**config.mk**
```make
export PLATFORM = sky130hd
export DESIGN_NAME = lavatory_scheduler
export DESIGN_NICKNAME = d
export VERILOG_FILES = /design/src/rtl/lavatory_scheduler.sv
export SDC_FILE = /design/constraint.sdc
export NUM_CORES = 1
export LEC_CHECK = 0
export CORE_UTILIZATION = 50
export CTS_CLUSTER_DIAMETER = 100
export DETAILED_ROUTE_END_ITERATION = 16
export PLACE_DENSITY = 0.75
export SLEW_MARGIN = 5
export SYNTH_ARGS = -nofsm -noshare
export SYNTH_HDL_FRONTEND = slang
export SYNTH_SLANG_ARGS = --single-unit
```
**constraint.sdc**
```tcl
create_clock -name clk_2 -period 2.05 [get_ports clk_2]
set_input_delay 0.41 -clock clk_2 [delete_from_list [all_inputs] [get_ports clk_2]]
set_output_delay 0.41 -clock clk_2 [all_outputs]
set_load 0.1 [all_outputs]
```
**src/rtl/lavatory_scheduler.sv**
```systemverilog
// ----------------------------------------------------------------------------
// lavatory_scheduler
//
// Purpose:
//   Sequential scheduler for the three aircraft lavatories. Lavatory 0 is for
//   women only; lavatories 1 and 2 are shared. The block counts the women and
//   men waiting and assigns free lavatories, at most one per cycle. A granted
//   lavatory stays reserved until its door lock closes or the reservation
//   times out. It also drives the "free for women" and "free for men" signs.
//
// Parameters:
//   QBITS    width of each wait counter (queue capacity 2**QBITS-1)
//   TIMEOUT  cycles a reservation is held without the lock closing
//            (1..2**TBITS-1)
//   TBITS    width of the per-lavatory reservation timer
//
// Ports:
//   clk_2        in   system clock, rising edge
//   rst_n        in   asynchronous active-low reset
//   lock[2:0]    in   door-lock sensors, 1 = lavatory locked/occupied
//   req_f        in   1-cycle pulse: a woman joins the queue
//   req_m        in   1-cycle pulse: a man joins the queue
//   grant_valid  out  1-cycle pulse: a lavatory was assigned
//   grant_lav    out  assigned lavatory index (valid with grant_valid)
//   grant_fem    out  1 = granted to a woman, 0 = to a man
//   timeout_evt  out  1-cycle pulse: a reservation expired unused
//   wait_f       out  women waiting
//   wait_m       out  men waiting
//   qfull_f      out  women queue at capacity
//   qfull_m      out  men queue at capacity
//   led_free_f   out  some lavatory is usable by a woman
//   led_free_m   out  lavatory 1 or 2 is usable by a man
// ----------------------------------------------------------------------------
module lavatory_scheduler #(
    parameter int QBITS   = 3,
    parameter int TIMEOUT = 15,
    parameter int TBITS   = 4
) (
    input  logic             clk_2,
    input  logic             rst_n,
    input  logic [2:0]       lock,
    input  logic             req_f,
    input  logic             req_m,
    output logic             grant_valid,
    output logic [1:0]       grant_lav,
    output logic             grant_fem,
    output logic             timeout_evt,
    output logic [QBITS-1:0] wait_f,
    output logic [QBITS-1:0] wait_m,
    output logic             qfull_f,
    output logic             qfull_m,
    output logic             led_free_f,
    output logic             led_free_m
);

    typedef enum logic [1:0] {
        IDLE     = 2'd0,
        RESERVED = 2'd1,
        OCCUPIED = 2'd2
    } lav_state_t;

    localparam logic [QBITS-1:0] QMAX  = '1;
    // Timer value seen in the last reserved cycle; the reservation therefore
    // lasts exactly TIMEOUT cycles when the lock never closes.
    localparam logic [TBITS-1:0] TLAST = TBITS'(TIMEOUT - 1);

    lav_state_t       r_state [3];
    logic [TBITS-1:0] r_timer [3];
    logic [QBITS-1:0] r_wait_f;
    logic [QBITS-1:0] r_wait_m;
    logic             r_rr_fem;     // 1 = women win the next contested shared grant
    logic             r_grant_valid;
    logic [1:0]       r_grant_lav;
    logic             r_grant_fem;
    logic             r_timeout_evt;
    logic             r_qfull_f;
    logic             r_qfull_m;
    logic             r_led_free_f;
    logic             r_led_free_m;

    logic [2:0]       w_usable;
    logic [2:0]       w_expire;
    logic             w_f_nz;
    logic             w_m_nz;
    logic             w_grant;
    logic [1:0]       w_grant_lav;
    logic             w_grant_fem;
    logic             w_rr_toggle;
    logic [QBITS-1:0] w_wait_f_nxt;
    logic [QBITS-1:0] w_wait_m_nxt;

    // A lavatory is usable only when idle and its lock is open this cycle.
    always_comb begin
        for (int i = 0; i < 3; i++) begin
            w_usable[i] = (r_state[i] == IDLE) && !lock[i];
            w_expire[i] = (r_state[i] == RESERVED) && !lock[i] && (r_timer[i] == TLAST);
        end
    end

    assign w_f_nz = (r_wait_f != '0);
    assign w_m_nz = (r_wait_m != '0);

    // Arbitration: the women-only lavatory first, then the lowest free shared
    // one; the round-robin pointer only matters when both queues wait.
    always_comb begin
        // NOTE: every combinational output gets a default first so no path
        // leaves it unassigned, which would infer a latch.
        w_grant     = 1'b0;
        w_grant_lav = 2'd0;
        w_grant_fem = 1'b0;
        w_rr_toggle = 1'b0;
        if (w_usable[0] && w_f_nz) begin
            w_grant     = 1'b1;
            w_grant_lav = 2'd0;
            w_grant_fem = 1'b1;
        end else if ((w_usable[1] || w_usable[2]) && (w_f_nz || w_m_nz)) begin
            w_grant     = 1'b1;
            w_grant_lav = w_usable[1] ? 2'd1 : 2'd2;
            if (w_f_nz && w_m_nz) begin
                w_grant_fem = r_rr_fem;
                w_rr_toggle = 1'b1;
            end else begin
                w_grant_fem = w_f_nz;
            end
        end
    end

    // A request and a grant of the same sex cancel, even at capacity, because
    // the grant frees the slot the request takes. Requests at capacity drop.
    function automatic logic [QBITS-1:0] next_count(input logic [QBITS-1:0] cnt,
                                                    input logic             req,
                                                    input logic             grant);
        if (req && grant)
            return cnt;
        else if (req && (cnt != QMAX))
            return cnt + QBITS'(1);
        else if (grant)
            return cnt - QBITS'(1);
        else
            return cnt;
    endfunction

    assign w_wait_f_nxt = next_count(r_wait_f, req_f, w_grant &&  w_grant_fem);
    assign w_wait_m_nxt = next_count(r_wait_m, req_m, w_grant && !w_grant_fem);

    always_ff @(posedge clk_2 or negedge rst_n) begin
        if (!rst_n) begin
            // NOTE: the per-lavatory state and timer arrays are reset like any
            // other register; they are FSM state, not storage, and must come
            // up defined.
            for (int i = 0; i < 3; i++) begin
                r_state[i] <= IDLE;
                r_timer[i] <= '0;
            end
            r_wait_f      <= '0;
            r_wait_m      <= '0;
            r_rr_fem      <= 1'b1;
            r_grant_valid <= 1'b0;
            r_grant_lav   <= 2'd0;
            r_grant_fem   <= 1'b0;
            r_timeout_evt <= 1'b0;
            r_qfull_f     <= 1'b0;
            r_qfull_m     <= 1'b0;
            r_led_free_f  <= 1'b0;
            r_led_free_m  <= 1'b0;
        end else begin
            // NOTE: non-blocking assignments throughout, so every register
            // samples the pre-edge values and ordering inside the block is free.
            for (int i = 0; i < 3; i++) begin
                unique case (r_state[i])
                    IDLE: begin
                        if (w_grant && (w_grant_lav == 2'(i))) begin
                            r_state[i] <= RESERVED;
                            r_timer[i] <= '0;
                        end else if (lock[i]) begin
                            r_state[i] <= OCCUPIED;
                        end
                    end
                    RESERVED: begin
                        if (lock[i])
                            r_state[i] <= OCCUPIED;
                        else if (w_expire[i])
                            r_state[i] <= IDLE;
                        else
                            r_timer[i] <= r_timer[i] + TBITS'(1);
                    end
                    OCCUPIED: begin
                        if (!lock[i])
                            r_state[i] <= IDLE;
                    end
                    default: r_state[i] <= IDLE;
                endcase
            end

            if (w_rr_toggle)
                r_rr_fem <= ~r_rr_fem;

            r_wait_f      <= w_wait_f_nxt;
            r_wait_m      <= w_wait_m_nxt;
            r_qfull_f     <= (w_wait_f_nxt == QMAX);
            r_qfull_m     <= (w_wait_m_nxt == QMAX);
            r_grant_valid <= w_grant;
            r_grant_lav   <= w_grant ? w_grant_lav : 2'd0;
            r_grant_fem   <= w_grant && w_grant_fem;
            r_timeout_evt <= |w_expire;
            r_led_free_f  <= |w_usable;
            r_led_free_m  <= w_usable[1] | w_usable[2];
        end
    end

    assign grant_valid = r_grant_valid;
    assign grant_lav   = r_grant_lav;
    assign grant_fem   = r_grant_fem;
    assign timeout_evt = r_timeout_evt;
    assign wait_f      = r_wait_f;
    assign wait_m      = r_wait_m;
    assign qfull_f     = r_qfull_f;
    assign qfull_m     = r_qfull_m;
    assign led_free_f  = r_led_free_f;
    assign led_free_m  = r_led_free_m;

endmodule
```
==> results_dict.tcl <==
set metrics [dict create \
    grt_usage_pct 22.0 \
    ir_drop_mv 1.05 \
    dp_hpwl_mm 2.85 \
    fin_hold_ws_ps 488 \
    max_cap_viol_count 0 \
    synth_cells 180 \
    rows 21 \
    r2r_setup_slack_ps 160 \
    clk_latency_ps 280 \
    syn2layout_area_growth_pct 26.1 \
    vias 1501 \
    path_buf_inv 1 \
    clkTransAtPathRegs_ps 70 \
    h-tree-depth 2 \
    outcome "finished, final reports clean" \
    grt_overflow 0 \
    path_delay_family "compound AO/OA/AOI/OAI gates" \
    final_layout_size_suffix_gt1_share_pct 28.4 \
    max_freq_ghz 0.530 \
    setup.worst_path.start_class "register" \
    crit_path_cell_trace "inv_1, ha_1, nor2b_1, o221ai_2, and2_1, a221oi_2, a21boi_0" \
    final_cells 271 \
    drtPass1Iterations 4 \
    die_area_um2 3970 \
    clk_path_buf_depth 2 \
    power_mw 3.65 \
    setup_viol 0 \
    timing.rr.start "wait_m[1]$_DFF_PN0_" \
    postPlaceCellArea_um2 2250 \
    ant_nets 0 \
    final_max_slew_viol_count 0 \
    synth.distinct_cells 51 \
    avgViaCountPerCell 5.54 \
    grt_first_pass_wirelength_mm 6.76 \
    die_w_um 63.0 \
    drt-wirelength-per-cell_um 14.0 \
    gp_congestion 0.863 \
    avgSynthCellArea_um2 10.4 \
    ios 22 \
    cts_root_buf "clkbuf_8" \
    crit_slowest_cell "dfrtp_4" \
    cts_inserted_buffers 5 \
    portBuffers 21 \
    fin_crit_ps 1890 \
    nets 245 \
    synth-edff-count 0 \
    final_hold_viol_count 0 \
    crit_path_end_kind "register" \
    hold_path_class "input pin to async pin" \
    antenna_found_initial 0 \
    arrival_ps 2090 \
    start_util_pct 54.1 \
    die_y_um 63.0 \
    yosysSeqAreaShare_pct 45.7 \
    core-area_um2 3440 \
    ys_async_sr_fraction_pct 100 \
    fin_area_um2 2350 \
    finalClockSkew_ps 5.15 \
    fin_crit_sh_pct 92.1 \
    syn_nets 201 \
    p_per_area_nw_per_um2 1550 \
    drc_errors 0 \
    grt_max_degree 35 \
    crit_path_max_incr_delay_ps 500 \
    hold_buffers 0 \
    ys_ff_latch 34 \
    antenna_cells 0 \
    fin_setup_tns_ps 0 \
    cp_max_fo 5 \
    first_global_vias 1448 \
    r2r-end "qfull_f$_DFF_PN0_" \
    synth_flop_cell "dfrtp_1" \
    cts_resized 0 \
    clock_sinks 34 \
    tightest_slew_ps 385 \
    relSlewSlack_pct 74.2 \
    dp.cells 263 \
    synth_area_um2 1860 \
    drtIter0Drc 90 \
    rsz0062_at_grt "no" \
    totalWireLength_mm 3.81 \
    yosys_warnings 0 \
    p_leak_nw 1.10 \
    critPathKind "register to register" \
    reg2reg_depth 7 \
    cp.required_ps 2250 \
    cts_setup_buffers 0 \
    cts_tree "built" \
]
placed cells by master (no fill, tap or decap), types with 2 or more instances in the layout:
cell type         n
nor2b_1           3
clkdlybuf4s50_1   6
and2_1            2
clkbuf_8          6
or3_1             3
o21ai_0           7
a21oi_1           5
nand4_1           6
nand3_1           8
dfrtp_2           2
inv_1            11
ha_1             13
nor3_2            2
buf_4            31
dfrtp_4           4
nor2_1           12
xor2_1            5
xnor2_1           3
a21boi_0          4
dfrtp_1          27
a22o_1            2
nand2_1          13
a31oi_1           4
a21o_1            2
inv_2             2
nand2b_1          3
o211ai_1          2
a2bb2oi_1         2
nor3_1            2
per-layer routing:
| layer | share of wire [%] | GRT usage, % |
|---|---|---|
| met5 | 0 | 0 |
| met4 | 1.2 | 8.72 |
| met3 | 5.5 | 4.93 |
| met2 | 48 | 34.4 |
| met1 | 45 | 29.3 |
worst register-to-register path, stage by stage (launching register included):
cell and delay [ps]:
dfrtp_4 500, inv_1 110, ha_1 170, nor2b_1 170, o221ai_2 150, and2_1 250
a221oi_2 270, a21boi_0 200
state kept, by name, indices dropped and copies added, names as in the netlist, 2 cells and up:
| signal | cells |
|---|---|
| grant_lav | 2 |
| r_state | 6 |
| wait_m | 3 |
| wait_f | 3 |
| r_timer | 12 |
how the worst max path moves through the flow:
stage                   startpoint           endpoint  slack, ps  depth (start not counted)
2_1_floorplan  wait_m[0]$_DFF_PN0_  qfull_m$_DFF_PN0_       -0.3                          7
3_3_place_gp               lock[2]  qfull_f$_DFF_PN0_        -80                          6
3_5_place_dp               lock[2]  qfull_f$_DFF_PN0_       -170                          6
4_1_cts                    lock[2]  qfull_f$_DFF_PN0_        110                          6
5_1_grt        wait_f[1]$_DFF_PN0_  qfull_m$_DFF_PN0_         20                          8
6_report       wait_m[1]$_DFF_PN0_  qfull_f$_DFF_PN0_        160                          7
area by class of cell:
cell class / count / area, um^2
multi-input cells: 131 / 962
well taps: 46 / 57.6
flip-flops and latches: 34 / 870
clock buffers: 7 / 86.3
repair buffers: 38 / 313
inverters: 14 / 55.1
clock inverters: 1 / 5.00
fillers: 267 / 1090
where the power goes:
| part | total (mW) | switching (mW) | internal, mW | leakage [nW] |
|---|---|---|---|---|
| sequential | 1.12 | 0.222 | 0.894 | 0.430 |
| combinational | 2.02 | 1.36 | 0.663 | 0.621 |
| clock | 0.508 | 0.237 | 0.271 | 0.0482 |
| total | 3.65 | 1.82 | 1.83 | 1.10 |
cell usage after synthesis (all sizes together), types with 3 or more instances:
cell type	n	area share, %
ha	14	9.4
xor2	5	2.4
inv	14	2.8
nand3	8	2.1
dfrtp	33	44
xnor2	3	1.4
or3	3	1.0
nand2	13	2.6
o21ai	9	2.6
nor3	5	2.5
nor2b	3	1.0
nor2	13	3.0
a31oi	4	1.3
nand4	6	2.0
a21oi	6	1.6
a21boi	4	1.6
nand2b	4	1.3
stage by stage:
step	util (%)	setup slack, ps
2_1_floorplan	-	-0.280
3_3_place_gp	65.4	-79.4
6_report	68.2	162
4_1_cts	68.1	113
5_1_grt	68.2	20.4
3_5_place_dp	65.4	-169
kinds of logic after synthesis:
kind of cell             count (synthesis)  share of synthesized area, %
adder cells (fa/ha/maj)                 14                          9.40
XOR/XNOR                                 8                          3.76
buffers and inverters                   15                          3.43
multiplexers                             2                          1.14
AO/OA/AOI/OAI                           43                          16.9
AND/OR/NAND/NOR                         64                          19.7
flip-flops                              34                          45.7
Power figures use the tool's default switching activity.
